File: config.mk
export PLATFORM = sky130hd
export DESIGN_NAME = systolic_ctrl
export DESIGN_NICKNAME = d
export VERILOG_FILES = /design/src/rtl/mac_pkg.sv /design/src/rtl/systolic_ctrl_feed_skew.sv /design/src/rtl/systolic_ctrl.sv
export SDC_FILE = /design/constraint.sdc
export NUM_CORES = 1
export LEC_CHECK = 0
export ABC_AREA = 1
export BUFFER_PORTS_ARGS = -buffer_cell sky130_fd_sc_hd__buf_2
export CORE_MARGIN = 4
export CORE_UTILIZATION = 30
export CTS_CLUSTER_SIZE = 24
export DETAILED_ROUTE_END_ITERATION = 7
export SLEW_MARGIN = 30
export SYNTH_ARGS = -nofsm -noshare
export SYNTH_HDL_FRONTEND = slang
export SYNTH_HIERARCHICAL = 1
export SYNTH_SLANG_ARGS = --single-unit
File: constraint.sdc
create_clock -name clk -period 3.4 [get_ports clk]
set_input_delay 0.68 -clock clk [delete_from_list [all_inputs] [get_ports clk]]
set_output_delay 0.68 -clock clk [all_outputs]
set_load 0.05 [all_outputs]
File: src/rtl/mac_pkg.sv
// Shared constants and types for the systolic MAC-array controller:
// FP8 operand format, array-size default and the controller state encoding.
package mac_pkg;

    localparam int DIM_DEFAULT = 3;

    localparam int FP8_W      = 8;
    localparam int FP8_EXP_W  = 3;
    localparam int FP8_FRAC_W = 4;
    localparam int FP8_BIAS   = 3;

    localparam logic [FP8_W-1:0] FP8_ONE  = 8'h30;
    localparam logic [FP8_W-1:0] FP8_ZERO = 8'h00;

    typedef enum logic [2:0] {
        ST_IDLE,
        ST_CLEAR,
        ST_STREAM,
        ST_DRAIN,
        ST_DONE
    } state_t;

endpackage

File: src/rtl/systolic_ctrl_feed_skew.sv
// Diagonal skew generator: for step t, lane n carries element index t-n of its
// row (A lanes) or column (B lanes) when that index falls inside the matrix.
module feed_skew
    import mac_pkg::*;
#(
    parameter int DIM       = DIM_DEFAULT,
    parameter int AW        = 4,
    parameter int SW        = $clog2(2*DIM),
    parameter bit COL_MAJOR = 1'b0
) (
    input  logic [SW-1:0]     t,
    output logic [DIM*AW-1:0] addr,
    output logic [DIM-1:0]    vld
);

    int k;

    // COL_MAJOR lanes walk down a column (B[k][lane]); otherwise along a row (A[lane][k]).
    always_comb begin
        addr = '0;
        vld  = '0;
        k    = 0;
        for (int lane = 0; lane < DIM; lane++) begin
            k = int'(t) - lane;
            if (k >= 0 && k < DIM) begin
                vld[lane] = 1'b1;
                addr[lane*AW +: AW] = COL_MAJOR ? AW'(k*DIM + lane) : AW'(lane*DIM + k);
            end
        end
    end

endmodule

File: src/rtl/systolic_ctrl.sv
// Controller for a DIM x DIM systolic MAC grid: holds the A/B operand buffers and
// sequences clear, skewed operand streaming, pipeline drain and a done pulse.
module systolic_ctrl
    import mac_pkg::*;
#(
    parameter int DIM = DIM_DEFAULT,
    parameter int AW  = 4
) (
    input  logic               clk,
    input  logic               rst,
    input  logic               wr_en,
    input  logic               wr_sel,
    input  logic [AW-1:0]      wr_addr,
    input  logic [7:0]         wr_data,
    input  logic               start,
    output logic [8*DIM-1:0]   a_feed,
    output logic [8*DIM-1:0]   b_feed,
    output logic [2*DIM-1:0]   feed_vld,
    output logic               mac_clr,
    output logic               busy,
    output logic               done
);

    localparam int NELEM = DIM*DIM;
    localparam int SW    = $clog2(2*DIM);
    localparam logic [SW-1:0] LAST_T     = SW'(2*DIM-2);
    localparam logic [SW-1:0] LAST_DRAIN = SW'(DIM-1);

    state_t            state;
    logic [SW-1:0]     step;
    logic [SW-1:0]     feed_t;
    logic [FP8_W-1:0]  abuf [NELEM];
    logic [FP8_W-1:0]  bbuf [NELEM];
    logic [DIM*AW-1:0] a_addr;
    logic [DIM*AW-1:0] b_addr;
    logic [DIM-1:0]    a_vld;
    logic [DIM-1:0]    b_vld;
    logic [8*DIM-1:0]  a_next;
    logic [8*DIM-1:0]  b_next;

    // Operand storage deliberately has no reset so matrices survive rst and reruns.
    always_ff @(posedge clk) begin
        if (state == ST_IDLE && wr_en && int'(wr_addr) < NELEM) begin
            if (wr_sel)
                bbuf[wr_addr] <= wr_data;
            else
                abuf[wr_addr] <= wr_data;
        end
    end

    // Feeds are registered, so the skew is evaluated for the step about to be entered.
    assign feed_t = (state == ST_STREAM) ? step + 1'b1 : '0;

    feed_skew #(.DIM(DIM), .AW(AW), .SW(SW), .COL_MAJOR(1'b0)) u_skew_a (
        .t    (feed_t),
        .addr (a_addr),
        .vld  (a_vld)
    );

    feed_skew #(.DIM(DIM), .AW(AW), .SW(SW), .COL_MAJOR(1'b1)) u_skew_b (
        .t    (feed_t),
        .addr (b_addr),
        .vld  (b_vld)
    );

    always_comb begin
        a_next = '0;
        b_next = '0;
        for (int lane = 0; lane < DIM; lane++) begin
            if (a_vld[lane])
                a_next[8*lane +: 8] = abuf[a_addr[lane*AW +: AW]];
            if (b_vld[lane])
                b_next[8*lane +: 8] = bbuf[b_addr[lane*AW +: AW]];
        end
    end

    always_ff @(posedge clk or posedge rst) begin
        if (rst) begin
            state    <= ST_IDLE;
            step     <= '0;
            busy     <= 1'b0;
            done     <= 1'b0;
            mac_clr  <= 1'b0;
            feed_vld <= '0;
            a_feed   <= '0;
            b_feed   <= '0;
        end else begin
            done     <= 1'b0;
            mac_clr  <= 1'b0;
            feed_vld <= '0;
            a_feed   <= '0;
            b_feed   <= '0;
            case (state)
                ST_IDLE: begin
                    if (start) begin
                        state   <= ST_CLEAR;
                        step    <= '0;
                        busy    <= 1'b1;
                        mac_clr <= 1'b1;
                    end
                end
                ST_CLEAR: begin
                    state    <= ST_STREAM;
                    step     <= '0;
                    a_feed   <= a_next;
                    b_feed   <= b_next;
                    feed_vld <= {b_vld, a_vld};
                end
                ST_STREAM: begin
                    if (step == LAST_T) begin
                        state <= ST_DRAIN;
                        step  <= '0;
                    end else begin
                        step     <= step + 1'b1;
                        a_feed   <= a_next;
                        b_feed   <= b_next;
                        feed_vld <= {b_vld, a_vld};
                    end
                end
                ST_DRAIN: begin
                    if (step == LAST_DRAIN) begin
                        state <= ST_DONE;
                        step  <= '0;
                        busy  <= 1'b0;
                        done  <= 1'b1;
                    end else begin
                        step <= step + 1'b1;
                    end
                end
                ST_DONE: begin
                    state <= ST_IDLE;
                end
                default: begin
                    state <= ST_IDLE;
                    step  <= '0;
                    busy  <= 1'b0;
                end
            endcase
        end
    end

endmodule

==> results of run 1 <==
sequential cells by signal, indices dropped and copies added (netlist names):
name      cells
a_feed       24
done          1
abuf         72
busy          1
bbuf         72
step          3
b_feed       24
mac_clr       1
feed_vld      6
state         3
through the flow:
stage               cells  setup TNS (ns)
floorplan            1435               0
global placement     1994               0
detailed placement   1994        -0.00318
CTS                  2034               0
global route         2044               0
finish               2044               0
area by class of cell:
class	count	share of cell area, %
Sequential cell	207	44.2
Multi-Input combinational cell	1037	36.2
Timing Repair Buffer	130	6.11
Tap cell	511	4.78
Clock buffer	29	4.48
Inverter	114	3.27
Clock inverter	11	0.890
Timing Repair inverter	2	0.0936
Antenna cell	3	0.0562
timing repair:
item | CTS | global route
hold endpoints to repair | 0 | 0
gates cloned | 0 | 2
endpoints found under the setup margin | 4 | 26
pin swaps | 0 | 0
setup buffers | 0 | 5
resized for setup | 2 | 14
worst paths after layout:
path	startpoint	to	slack (ns)	cells past startpoint
min in group clk	start	mac_clr	0.38	3
max in group asynchronous	rst	b_feed[16]	2.33	3
worst max register to register	state[2]	b_feed[20]	0.25	18
worst min register to register	busy	busy	0.49	2
worst max-delay path	state[2]	b_feed[20]	0.25	18
worst min-delay path	rst	a_feed[18]	0.26	2
cell usage in the layout (no fill, tap or decap), types with 53 or more instances in the layout:
cell type,count
inv_1,105
edfxtp_1,144
dfrtp_1,62
nor2_1,86
a21oi_1,55
buf_2,73
nand2_1,472
nand3_1,347
buf_4,53
routing by layer:
layer	routed length [microns]	up-vias	part of all wire (%)
li1	-	4897	-
met2	17100	627	44
met3	4140	69	11
met4	806	4	2.1
met5	14	-	0.036
met1	16600	4886	43
cell families after synthesis:
kind of cell / Yosys count / synth area share (%)
AOI/OAI and AO/OA: 69 / 3.10
xor gates and xnor gates: 1 / 0.0764
adders and majority gates: 25 / 2.79
buffers and inverters: 191 / 6.82
DFF: 207 / 51.5
other: 1 / 0.0327
and+or+nand+nor: 939 / 35.7
cell usage after synthesis, types with 2 or more instances:
| cell type | count | area (sq um) |
|---|---|---|
| a21oi_1 | 56 | 280 |
| buf_2 | 40 | 200 |
| buf_4 | 4 | 30.0 |
| clkbuf_1 | 33 | 124 |
| dfrtp_1 | 63 | 1580 |
| edfxtp_1 | 144 | 4320 |
| ha_1 | 24 | 300 |
| inv_1 | 111 | 417 |
| inv_2 | 3 | 11.3 |
| nand2_1 | 472 | 1770 |
| nand2_2 | 10 | 62.6 |
| nand3_1 | 347 | 1740 |
| nand3_2 | 8 | 80.1 |
| nand4_2 | 2 | 25.0 |
| nor2_1 | 91 | 342 |
| nor2_2 | 3 | 18.8 |
| nor3_1 | 2 | 10.0 |
| o21ai_0 | 10 | 50.1 |
power by group:
part	switching, mW	internal (mW)
clock network	1.02	1.40
registers	0.0738	2.86
logic	3.00	1.19
total	4.10	5.45
==> out/qor.yml, run 1 <==
timing:
  fin_skew_ns: 0.0253
  hold_violations: 0
  holdWs_ns: 0.265
  rsz0062_at_grt: "no"
  worstMarginPinSlew_ns: 0.855
  slew_viol_final: 0
  fin_ws_ns: 0.254
  max_slew_margin_pct: 42.8
  fmax_mhz: 318
  layout_min_cycle_time_ns: 3.15
  min_period_over_period_pct: 92.5
  finalSetupViolations: 0
global_routing:
  busiest_layer: "met2"
  overflow: 0
  met1_usage_pct: 26.9
  grt_pass1_vias: 9732
  met3_usage_pct: 3.18
  grt_use_total_pct: 18.1
  grt_max_degree: 45
  antenna_found_initial: 6
  grt_util_met2_pct: 27.9
  grt_pass1_wl_microns: 59200
layout:
  regArea_sq_mm: 0.00590
  layout-drive-gt1-share_pct: 13.5
  fin_nets: 1557
  n_fill_cell: 3880
  synthToLayoutAreaGrowth_pct: 16.5
  fin_area_sq_mm: 0.0134
  final_core_util_pct: 35.5
  multi_input_area_sq_mm: 0.00483
synth:
  yosysSeqAreaShare_pct: 51.5
  yosys_warnings: 6
  syn_inst: 1433
  synth_ff_type: "edfxtp_1"
  synth_edf_count: 144
  synth_cell_types: 28
  syn_avg_cell_area_sq_um: 8.00
  syn_area_sq_mm: 0.0115
  ys_ff_latch: 207
  async_flop_share_pct: 30.4
worst_setup_path:
  path_class: "reg2reg"
  crit_top_cell: "inv_1"
  critical-path-max-stage-delay_ns: 0.52
  worst-path-buf-inv: 6
  path_cells: "inv_1, nand2_2, nor2_1, nand2_1, nor2_4, inv_1, ha_1, inv_1, nor2_1, ha_4, nand2_1, inv_1, inv_1, nand3_1, nand3_1, nand3_1, nand2_1, inv_1"
  startpoint_type: "flip-flop"
  crit_family: "simple AND/OR/NAND/NOR gates"
  critPathCaptureType: "flip-flop"
  crit_slowest_cell: "inv_1"
  crit_path_max_fanout: 16
  crit_arrival_ns: 3.55
  cp.required_ns: 3.80
pwr:
  p_per_area_mw_per_mm2: 715
  p_total_mw: 9.55
  ir_drop_mv: 0.348
  power_leakage_nw: 6.10
cts:
  clk_pin_slew_ns: 0.06
  clockRootBuffer: "clkbuf_16"
  cts_buffers: 23
  cts_max_level: 1
  cts_tree: "done"
  clkLatencyLatePin_ns: 0.53
  hold_buffers: 0
  clock_sinks: 207
  cts.path.max_buffers: 3
floorplanning:
  ios: 74
  dieArea_sq_mm: 0.0414
  initial_core_util_pct: 30.4
  num_rows: 71
  core_area_sq_mm: 0.0377
  die_x_microns: 204
  die_h_microns: 204
routing:
  vias_per_cell: 5.13
  ant_nets: 0
  wl_per_cell_microns: 18.9
  dr.pass1.iters: 6
  first_iter_violations: 1313
  drc: 0
  routed_wl_microns: 38600
  dr_total_vias: 10483
run_status:
  status: "finished clean"
place:
  gp_congestion: 0.915
  hpwl_microns: 26000
  io_buffers: 73
  place_area_sq_mm: 0.0125
  pre_cts_ws_ns: -0.00318
min_path:
  hold_class: "in2async"
run:
  cap_violations: 0
Power figures use the tool's default switching activity.
==> run 2, diff against run 1 <==
--- a/config.mk
+++ b/config.mk
@@ -7,10 +7,11 @@
 export LEC_CHECK = 0
 export ABC_AREA = 1
 export BUFFER_PORTS_ARGS = -buffer_cell sky130_fd_sc_hd__buf_2
-export CORE_MARGIN = 4
+export CORE_MARGIN = 3
 export CORE_UTILIZATION = 30
 export CTS_CLUSTER_SIZE = 24
 export DETAILED_ROUTE_END_ITERATION = 7
+export GPL_ROUTABILITY_DRIVEN = 0
 export SLEW_MARGIN = 30
 export SYNTH_ARGS = -nofsm -noshare
 export SYNTH_HDL_FRONTEND = slang
==> run 2 against run 1 <==
Effect of this change:
- cell count is 0.39% lower
- combinational power hardly changed
- die area is 2.0% lower
- sequential power hardly changed
- clock skew is 0.0026 ns higher
- global-route usage is 0.26 points lower
- clock power is 9.9% higher
- via count is 0.32% lower
- highest routed layer unchanged
==> out/qor.yml, run 2 (synthesis gave the netlist of run 1 again) <==
run_status:
  status: "finished clean"
pwr:
  ir_drop_mv: 0.340
  p_per_area_mw_per_mm2: 730
  power_leakage_nw: 6.16
  p_total_mw: 9.79
cts:
  clk_pin_slew_ns: 0.06
  clockRootBuffer: "clkbuf_16"
  clock_sinks: 207
  cts.path.max_buffers: 3
  cts_buffers: 23
  clkLatencyLatePin_ns: 0.54
  cts_max_level: 1
  cts_tree: "done"
  hold_buffers: 0
global_routing:
  grt_pass1_wl_microns: 57900
  grt_pass1_vias: 9698
  antenna_found_initial: 6
  overflow: 0
  grt_max_degree: 45
  grt_use_total_pct: 17.9
place:
  io_buffers: 73
  hpwl_microns: 25400
  dp.cells: 1987
  place_area_sq_mm: 0.0125
worst_setup_path:
  startpoint_type: "flip-flop"
  critPathCaptureType: "flip-flop"
  rrSetupSlack_ns: 0.31
  r2r_cells: 16
  worstReg2RegStart: "state[2]"
  crit_arrival_ns: 3.57
  worstReg2RegEnd: "a_feed[3]"
  cp.required_ns: 3.88
  crit_path_max_fanout: 16
  path_class: "reg2reg"
floorplanning:
  initial_core_util_pct: 30.9
  ios: 74
  die_h_microns: 202
  num_rows: 70
  dieArea_sq_mm: 0.0406
  core_area_sq_mm: 0.0371
  die_x_microns: 202
layout:
  fin_cells: 2036
  fin_nets: 1556
  most-common-layout-cells: "nand2_1, nand3_1, edfxtp_1, inv_1, nor2_1"
  multi_input_area_sq_mm: 0.00482
  n_fill_cell: 3783
  reg_top3: "abuf (72), bbuf (72)"
  fin_area_sq_mm: 0.0134
  regArea_sq_mm: 0.00590
  synthToLayoutAreaGrowth_pct: 16.9
  layout-drive-gt1-share_pct: 13.6
  layout_commonest_cell: "nand2_1"
routing:
  drc: 0
  first_iter_violations: 1662
  wl_per_cell_microns: 18.3
  dr_total_vias: 10449
  vias_per_cell: 5.13
  routed_wl_microns: 37200
  dr.pass1.iters: 6
  ant_nets: 0
timing:
  max_slew_margin_pct: 45.1
  min_period_over_period_pct: 90.9
  fin_skew_ns: 0.0279
  fmax_mhz: 324
  holdWs_ns: 0.142
  worstMarginPinSlew_ns: 0.821
  hold_violations: 0
  layout_min_cycle_time_ns: 3.09
  rsz0062_at_grt: "no"
  slew_viol_final: 0
  finalSetupViolations: 0
  fin_tns_setup_ns: 0
run:
  cap_violations: 0
min_path:
  hold_class: "in2async"
-- run 2: what timing repair did --
| action | 4_1_cts | 5_1_grt |
|---|---|---|
| setup endpoints to repair | 0 | 35 |
| endpoints found under the hold margin | 0 | 0 |
| buffers inserted | 0 | 6 |
| resized for setup | 0 | 9 |
-- run 2: worst max-delay path, cell delays in order (launching register included) --
cell     delay [ns]
dfrtp_1        0.44
inv_1          0.12
nand2_2        0.10
nor2_1         0.10
nand2_1        0.10
nor2_4         0.14
inv_1          0.10
ha_1           0.22
a21oi_1        0.27
inv_1          0.11
nor2_1         0.31
inv_1          0.40
nand3_1        0.20
nand3_1        0.13
nand3_1        0.14
nand2_1        0.07
inv_1          0.07
-- run 2: worst max path at each step --
stage                     startpoint         end
after floorplan             state[1]  b_feed[10]
after global routing         step[1]  b_feed[18]
after CTS                   state[2]  b_feed[20]
after detailed placement    state[2]  b_feed[20]
final                       state[2]   a_feed[3]
after global placement       step[0]  a_feed[17]
-- run 2: cell type report --
| class | instances | area share [%] |
|---|---|---|
| Antenna cell | 3 | 0.0560 |
| Clock buffer | 25 | 4.35 |
| Clock inverter | 15 | 1.56 |
| Inverter | 114 | 3.22 |
| Multi-Input combinational cell | 1037 | 36.0 |
| Sequential cell | 207 | 44.0 |
| Tap cell | 504 | 4.70 |
| Timing Repair Buffer | 131 | 6.10 |
-- run 2: through the flow --
stage	utilization [%]	setup WS, ns
after CTS	35.9	0.104
final	36.1	0.311
after global routing	36.1	0.0172
after floorplan	-	0.114
after detailed placement	33.7	0.149
after global placement	33.7	0.266
-- run 2: layer usage --
metal	wire length [microns]	up-vias	GRT usage (%)
li1	-	4885	-
met1	15700	4861	25.7
met2	16000	615	27.0
met3	4470	82	3.90
met4	1080	6	5.48
met5	34	-	0
-- run 2: where the power goes --
group,internal [mW],switching [mW]
Combinational,1.19,3.00
Sequential,2.86,0.0745
Clock,1.62,1.05
